<file path="config.mk">
export PLATFORM = sky130hd
export DESIGN_NAME = lif_spike_gen
export DESIGN_NICKNAME = d
export VERILOG_FILES = /design/src/rtl/snn_pkg.sv /design/src/rtl/lif_leak_clamp.sv /design/src/rtl/lif_spike_gen.sv
export SDC_FILE = /design/constraint.sdc
export NUM_CORES = 1
export LEC_CHECK = 0
export ABC_AREA = 1
export CAP_MARGIN = 40
export CORE_ASPECT_RATIO = 1.75
export CORE_MARGIN = 2
export CORE_UTILIZATION = 50
export CTS_BUF_LIST = sky130_fd_sc_hd__clkbuf_4
export CTS_CLUSTER_DIAMETER = 30
export DETAILED_ROUTE_END_ITERATION = 16
export PLACE_DENSITY = 0.8
export SLEW_MARGIN = 20
export SYNTH_ARGS = -nofsm -noshare
export SYNTH_HDL_FRONTEND = slang
export SYNTH_SLANG_ARGS = --single-unit
export TNS_END_PERCENT = 100
</file>
<file path="constraint.sdc">
create_clock -name clk -period 1.7 [get_ports clk]
set_input_delay 0.255 -clock clk [delete_from_list [all_inputs] [get_ports clk]]
set_output_delay 0.255 -clock clk [all_outputs]
set_load 0.05 [all_outputs]
</file>
<file path="src/rtl/snn_pkg.sv">
// Shared SNN types and defaults for the neuron datapath.
`default_nettype none

package snn_pkg;

  localparam int VMEM_W   = 16;
  localparam int WEIGHT_W = 8;

  typedef logic signed [VMEM_W-1:0] vmem_t;

  typedef enum logic [0:0] {
    RUN     = 1'b0,
    REFRACT = 1'b1
  } lif_state_t;

  localparam int V_RESET_DEF = 0;
  localparam int V_MIN_DEF   = -16384;

endpackage

`default_nettype wire

</file>
<file path="src/rtl/lif_leak_clamp.sv">
// Combinational leak (v - v>>>shift) followed by a lower clamp at V_MIN.
`default_nettype none

module lif_leak_clamp
  import snn_pkg::*;
#(
  parameter int VMEM_W = snn_pkg::VMEM_W,
  parameter int V_MIN  = snn_pkg::V_MIN_DEF
) (
  input  logic signed [VMEM_W-1:0] v_in,
  input  logic        [3:0]        shift,
  output logic signed [VMEM_W-1:0] v_out
);

  localparam logic signed [VMEM_W-1:0] V_MIN_C = VMEM_W'(V_MIN);

  logic signed [VMEM_W-1:0] shifted;
  logic signed [VMEM_W-1:0] v_l;

  // A shift of zero means "no leak", not "subtract the whole value".
  always_comb begin
    shifted = v_in >>> shift;
    v_l     = (shift == 4'd0) ? v_in : (v_in - shifted);
    v_out   = (v_l < V_MIN_C) ? V_MIN_C : v_l;
  end

endmodule

`default_nettype wire

</file>
<file path="src/rtl/lif_spike_gen.sv">
// Leaky integrate-and-fire output stage: leak, threshold, refractory hold,
// one registered spike token per accepted timestep and a saturating fire count.
`default_nettype none

module lif_spike_gen
  import snn_pkg::*;
#(
  parameter int VMEM_W       = snn_pkg::VMEM_W,
  parameter int V_RESET      = snn_pkg::V_RESET_DEF,
  parameter int V_MIN        = snn_pkg::V_MIN_DEF,
  parameter int REFRAC_STEPS = 2,
  parameter int CNT_W        = 16
) (
  input  logic                     clk,
  input  logic                     rst,
  input  logic                     step_valid,
  output logic                     step_ready,
  input  logic signed [VMEM_W-1:0] vmem_in,
  input  logic signed [VMEM_W-1:0] threshold,
  input  logic        [3:0]        leak_shift,
  output logic                     spike_valid,
  input  logic                     spike_ready,
  output logic                     spike_out,
  output logic signed [VMEM_W-1:0] vmem_out,
  output logic        [CNT_W-1:0]  spike_count,
  input  logic                     clear_count
);

  localparam int RC_W = (REFRAC_STEPS > 0) ? $clog2(REFRAC_STEPS + 1) : 1;
  localparam logic [RC_W-1:0]          REFRAC_C  = RC_W'(REFRAC_STEPS);
  localparam logic signed [VMEM_W-1:0] V_RESET_C = VMEM_W'(V_RESET);

  lif_state_t               state_q, state_d;
  logic [RC_W-1:0]          rcnt_q, rcnt_d;
  logic signed [VMEM_W-1:0] v_leaked;
  logic signed [VMEM_W-1:0] vmem_d;
  logic                     spike_d;
  logic                     accept;
  logic                     fire;

  assign step_ready = !spike_valid || spike_ready;
  assign accept     = step_valid && step_ready;

  lif_leak_clamp #(
    .VMEM_W (VMEM_W),
    .V_MIN  (V_MIN)
  ) u_leak (
    .v_in  (vmem_in),
    .shift (leak_shift),
    .v_out (v_leaked)
  );

  always_ff @(posedge clk or posedge rst) begin
    if (rst) begin
      state_q <= RUN;
      rcnt_q  <= '0;
    end else begin
      state_q <= state_d;
      rcnt_q  <= rcnt_d;
    end
  end

  always_comb begin
    state_d = state_q;
    rcnt_d  = rcnt_q;
    vmem_d  = vmem_out;
    spike_d = spike_out;
    fire    = 1'b0;
    if (accept) begin
      case (state_q)
        RUN: begin
          if (v_leaked >= threshold) begin
            fire    = 1'b1;
            spike_d = 1'b1;
            vmem_d  = V_RESET_C;
            if (REFRAC_STEPS != 0) begin
              state_d = REFRACT;
              rcnt_d  = REFRAC_C;
            end
          end else begin
            spike_d = 1'b0;
            vmem_d  = v_leaked;
          end
        end
        REFRACT: begin
          spike_d = 1'b0;
          vmem_d  = V_RESET_C;
          rcnt_d  = rcnt_q - RC_W'(1);
          if (rcnt_q == RC_W'(1)) begin
            state_d = RUN;
          end
        end
        default: begin
          state_d = RUN;
          rcnt_d  = '0;
        end
      endcase
    end
  end

  // Token registers: loaded on acceptance, held while downstream stalls.
  always_ff @(posedge clk or posedge rst) begin
    if (rst) begin
      spike_valid <= 1'b0;
      spike_out   <= 1'b0;
      vmem_out    <= V_RESET_C;
    end else if (accept) begin
      spike_valid <= 1'b1;
      spike_out   <= spike_d;
      vmem_out    <= vmem_d;
    end else if (spike_ready) begin
      spike_valid <= 1'b0;
    end
  end

  // Clear takes priority, so a fire in the same cycle lands as a count of one.
  always_ff @(posedge clk or posedge rst) begin
    if (rst) begin
      spike_count <= '0;
    end else if (clear_count) begin
      spike_count <= fire ? CNT_W'(1) : '0;
    end else if (fire && !(&spike_count)) begin
      spike_count <= spike_count + CNT_W'(1);
    end
  end

endmodule

`default_nettype wire
</file>
==> Yosys cells after proc, flatten, opt, wreduce, memory -nomap -nowiden <==
Index checks and enable logic that the tools add are counted.
{ "totals": {"elab_cells": 42, "output_inout_bits": 35, "latchBits": 0, "romBits": 0, "register_bits": 37, "mem_bits_rw": 0, "n_memories": 0, "inputBits": 41} }
{ "classes": {"shifts": 1, "n_div": 0, "n_addsub": 3, "n_reduce_logical": 10, "magnitude_cmp": 2, "n_eq_ne": 2, "bitwise": 1, "muxes": 17, "multipliers": 0} }
{ "ops": {"columns": ["cell", "n"], "rows": [
  ["$mux W16", 5],
  ["$pmux W16 S2", 1],
  ["$add A16 B1 Y16 const B", 1],
  ["$ge A16 B16 Y1", 1],
  ["$lt A16 B15 Y1 const B", 1],
  ["$reduce_and A16 Y1", 1],
  ["$sshr A16 B4 Y16", 1],
  ["$sub A16 B16 Y16", 1],
  ["$mux W1", 7],
  ["$logic_not A4 Y1", 1],
  ["$pmux W1 S2", 2],
  ["$pmux W2 S2", 1],
  ["$reduce_bool A2 Y1", 2],
  ["$eq A2 B1 Y1 const B", 1],
  ["$logic_and A1 B1 Y1", 2],
  ["$logic_not A1 Y1", 2],
  ["$mux W2", 1],
  ["$ne A2 B2 Y1 const B", 1],
  ["$reduce_and A2 Y1", 1],
  ["$sub A2 B1 Y2 const B", 1],
  ["$logic_or A1 B1 Y1", 1],
  ["$not A1 Y1", 1]
]} }

==> Logic depth before layout (Yosys ltp) <==
{ "depth": {"ltp_word": 12, "ltp_mapped": 41} }

==> Hierarchy <==
Synthesis repeated with hierarchy kept, for this count alone.
{ "unflattened": {"cells_unflattened": 674, "hier_area_um2": 4156.5} }
{ "modules_own_cells": {"columns": ["module", "seq_area_each_um2", "cells_each", "area_each_um2", "instances"], "rows": [
  ["lif_spike_gen", 925.9, 309, 2358.5, 1],
  ["lif_leak_clamp", 0.0, 365, 1798.0, 1]
]} }

==> Least setup slack after synthesis <==
No wires, ideal clock.
{ "synth_timing": {"path_type": "input -> register", "from": "input port leak_shift[1]", "to": "register spike_count[8]", "slack_ns": -2.427, "path_stages": 30, "setup_ns": 0.119, "n_path_buf": 3, "t_required_ns": 1.581, "t_arrival_ns": 4.008, "cell_sequence": "inv_1 clkbuf_1 o21ai_0 or2_2 a31oi_1 ha_1 inv_1 fa_1 nand3_1 nand2_2 nand2_1 nand2_1 nand2_1 nand2_1 nand2_1 nand3_1 nand2_2 nand2_4 buf_8 and2_1 ha_1 a21oi_1 nand2_1 a21oi_1 nand3_1 nand3_4 nand3_4 buf_2 nand3_1 nand2_1"} }
{ "synth_between": {"elab_chain_cells": 11} }
{ "synth_lines": {"columns": ["element", "line", "source"], "rows": [
  ["from (decl)", "lif_spike_gen.sv:20", "input logic [3:0] leak_shift,"],
  ["$sshr A16 B4 Y16", "lif_leak_clamp.sv:22", "shifted = v_in >>> shift;"],
  ["$sub A16 B16 Y16", "lif_leak_clamp.sv:23", "v_l = (shift == 4'd0) ? v_in : (v_in - shifted);"],
  ["$mux W16 *", "lif_leak_clamp.sv:23", null],
  ["$lt A16 B15 Y1", "lif_leak_clamp.sv:24", "v_out = (v_l < V_MIN_C) ? V_MIN_C : v_l;"],
  ["$mux W16 *", "lif_leak_clamp.sv:24", null],
  ["$ge A16 B16 Y1 *", "lif_spike_gen.sv:72", "if (v_leaked >= threshold) begin"],
  ["$mux W1 *", "lif_spike_gen.sv:72", null],
  ["$mux W1 *", "lif_spike_gen.sv:70", "case (state_q)"],
  ["$mux W1 *", "lif_spike_gen.sv:69", "if (accept) begin"],
  ["$logic_and A1 B1 Y1 *", "lif_spike_gen.sv:122", "end else if (fire && !(&spike_count)) begin"],
  ["$reduce_bool A2 Y1 (no line) *", null, null],
  ["to (signal assigned)", "lif_spike_gen.sv:121", "spike_count <= fire ? CNT_W'(1) : '0;"],
  ["to (signal assigned)", "lif_spike_gen.sv:123", "spike_count <= spike_count + CNT_W'(1);"],
  ["to (decl)", "lif_spike_gen.sv:25", "output logic [CNT_W-1:0] spike_count,"]
]} }
Mark *: on every way between the ends. The rest lies on a longest branch, timed or not.
A chain may end at the register's enable or synchronous reset.

==> Worst setup path after layout <==
{ "layout_timing": {"from": "input port leak_shift[3]", "to": "register spike_count[0]"} }
{ "layout_between": {"elab_chain_cells": 11} }
{ "layout_lines": {"columns": ["element", "line"], "rows": [
  ["$sshr A16 B4 Y16", "lif_leak_clamp.sv:22"],
  ["$sub A16 B16 Y16", "lif_leak_clamp.sv:23"],
  ["$mux W16 *", "lif_leak_clamp.sv:23"],
  ["$lt A16 B15 Y1", "lif_leak_clamp.sv:24"],
  ["$mux W16 *", "lif_leak_clamp.sv:24"],
  ["$ge A16 B16 Y1 *", "lif_spike_gen.sv:72"],
  ["$mux W1 *", "lif_spike_gen.sv:72"],
  ["$mux W1 *", "lif_spike_gen.sv:70"],
  ["$mux W1 *", "lif_spike_gen.sv:69"],
  ["$mux W1 or $logic_and A1 B1 Y1 (tied branches)", "lif_spike_gen.sv:121, lif_spike_gen.sv:122"],
  ["$mux W16 or $reduce_bool A2 Y1 (tied branches)", null]
]} }
Marked as above.

==> results by group <==
GRT
  • Remaining global-route overflow: 0
  • Tot GR Track Use: 36.4%
  • Largest net degree at the start of global routing: 29
  • Initial antenna violation count: 2
  • Vias in the first global route: 5,631
  • Global-route wire length before repair: 25,100 microns

Setup path
  • WP data required: 1.97 ns
  • Largest stage delay on the critical path: 0.51 ns
  • Crit Path Category: in2reg
  • Worst path bufs/invs: 6
  • Delay-heaviest family, CP: simple AND/OR/NAND/NOR gates
  • CP endpoint kind: flop
  • Crit Path Max Fanout: 8
  • Worst-path cell with the longest stage delay: clkdlybuf4s50_1
  • Cell mode on critical path: nand2_1
  • Arr. time, crit path: 4.45 ns
  • Crit start category: input port

Timing
  • Setup_tns: -86.41 ns
  • Period utilization: 246%
  • Setup violations, final: 36
  • Final Hold Slack: 0.154 ns
  • Worst-margin pin slew: 0.492 ns
  • Slew Viols, Final: 0
  • Peak Freq: 239 MHz
  • Fin. Hold Viols: 0
  • PnR worst setup slack: -2.48 ns
  • RSZ-0062 raised after global routing: true
  • Min Tclk post-route: 4.18 ns
  • Setup Skew: 0.0106 ns
  • Worst relative slew slack: 66.3%

Layout
  • Most frequent cells in the layout: 177 x buf_4, 175 x nand2_1, 59 x inv_1, 42 x nor2_1, 36 x dfrtp_1
  • Fraction of layout cells with a size suffix above 1: 43.7%
  • Final std cells w/o fill: 965
  • Most common cell after layout, fill and taps aside: buf_4
  • Final layout net count: 950
  • Area Growth Syn to Fin: 67.1%
  • Final core occ: 86.1%

Floorplan
  • Starting density of the core: 51.6%
  • Die Width: 72.5 microns
  • Die area: 8980 sq um
  • Core area: 7960 sq um
  • # rows: 43
  • I/O pin total: 76
  • Chip Height: 124 microns

Route
  • Post-route ant nets: 0
  • DRT Pass-1 Iters: 12
  • Routed vias/inst: 5.97
  • WL/cell: 19.5 microns
  • Drt drc: 0
  • Vias: 5,759
  • Initial DRC Count: 542
  • Drt total wl: 18,900 microns

Synth
  • Syn nets: 724
  • Post-synthesis cell area: 4110 sq um
  • Synth Register Bits: 37
  • Total of warnings raised by yosys: 0
  • Post-Syn Instances: 647
  • Average footprint of a synthesized cell: 6.34 sq um
  • Number of distinct library cells after synthesis: 49
  • Post-synthesis sequential area ratio: 22.6%

Outcome
  • Failing checks: negative setup slack
  • Status: finished, violations left

CTS
  • Clock Sinks: 37
  • CTS tree: built
  • CTS Buffer Depth: 2
  • H-tree depth: 2
  • Clock transition at path regs: 0.13 ns
  • CTS Buf Count: 5
  • Worst skew pair latency: 0.38 ns
  • Root buffer cell: clkbuf_4

Pwr
  • Pwr dens: 773 nW/um^2
  • Worst VDD drop: 0.000382 V
  • Leak pwr: 3.52 nW
  • Final Total Pwr: 0.00530 W

Placed design
  • Port bufs: 75
  • DP HPWL: 12,300 microns
  • Routability-driven placement congestion ratio: 0.989
  • Cells after DPL: 932

Job
  • Max_cap viols: 0

Min path
  • Hold Crit Class: in2async
==> power breakdown <==
group	switching, W	internal, W	total [W]
combinational	0.00211	0.00157	0.00368
clock	0.000352	0.000150	0.000502
sequential	0.000110	0.00100	0.00111
==> worst paths after layout <==
check / startpoint / to / slack, ns / cells past startpoint
max reg2reg: spike_count[0]$_DFFE_PP0P_ / spike_count[7]$_DFFE_PP0P_ / -0.46 / 10
min: rst / vmem_out[11]$_DFFE_PP0P_ / 0.15 / 2
min in group clk: vmem_out[3]$_DFFE_PP0P_ / vmem_out[3]$_DFFE_PP0P_ / 0.52 / 2
min reg2reg: vmem_out[3]$_DFFE_PP0P_ / vmem_out[3]$_DFFE_PP0P_ / 0.52 / 2
max in group asynchronous: rst / spike_count[9]$_DFFE_PP0P_ / 1.05 / 3
max: leak_shift[3] / spike_count[0]$_DFFE_PP0P_ / -2.48 / 30
==> cells in the mapped netlist, drive strengths merged <==
master	number	area [sq um]
a32o	1	10.0
buf	11	101
nand4	7	43.8
mux2i	2	20.0
o22ai	3	18.8
nand2	212	828
nor4	1	6.26
nand2b	1	6.26
fa	1	20.0
o211ai	4	30.0
xor2	8	70.1
o21ai	55	279
o21a	1	7.51
xnor2	4	35.0
and2	4	25.0
nand3b	3	22.5
clkbuf	9	33.8
inv	79	302
a31oi	2	12.5
or3	1	6.26
nor3	7	51.3
a22oi	1	7.51
a221o	1	10.0
nand3	56	305
nor2	58	243
a21oi	35	190
clkinv	1	3.75
or2	1	6.26
ha	35	438
o311ai	1	8.76
a21o	2	15.0
dfrtp	37	926
nor3b	1	7.51
a21boi	1	7.51
o21bai	1	7.51
==> area by class of cell <==
class | count | area (sq um)
Multi-Input combinational cell | 510 | 3440
Timing Repair Buffer | 238 | 2010
Fill cell | 433 | 1100
Sequential cell | 37 | 927
Inverter | 80 | 314
Tap cell | 90 | 113
Clock buffer | 5 | 37.5
Clock inverter | 3 | 12.5
Timing Repair inverter | 1 | 6.26
Antenna cell | 1 | 2.50
==> registers in the layout, indices dropped and copies added (netlist names) <==
| register | flops |
|---|---|
| spike_count | 16 |
| vmem_out | 16 |
| rcnt_q | 2 |
| spike_out | 1 |
| spike_valid | 1 |
| state_q | 1 |
==> logic make-up after synthesis <==
logic type      Yosys count  share of synthesized area, %
xor+xnor                 12                          2.56
flops                    37                          22.6
buf+inv                 100                          10.7
compound gates          108                          14.7
fa+ha+maj                36                          11.2
simple gates            352                          37.8
mux                       2                         0.488
==> metal layers <==
layer  vias up  share of wire, %  global-route usage (%)
met4         0                12                    32.8
met2       408                53                    72.3
met1      2593                29                    29.7
met5         -                 0                       0
met3       188               6.4                    3.72
li1       2570                 -                       -
==> stage by stage <==
| step | cell area [sq um] | setup WS, ns |
|---|---|---|
| global route | 6860 | -2.90 |
| detailed placement | 5970 | -3.67 |
| CTS | 6430 | -2.21 |
| floorplan | 4230 | -2.27 |
| global placement | 5970 | -3.52 |
| finish | 6860 | -2.48 |
==> repair_timing <==
item | 4_1_cts | 5_1_grt
hold buffers | 0 | 0
buffers inserted | 14 | 9
resized for setup | 145 | 92
setup endpoints to repair | 36 | 36
cloned | 3 | 1
pin swaps | 45 | 64
No activity file was read; power rests on OpenSTA's default activity.
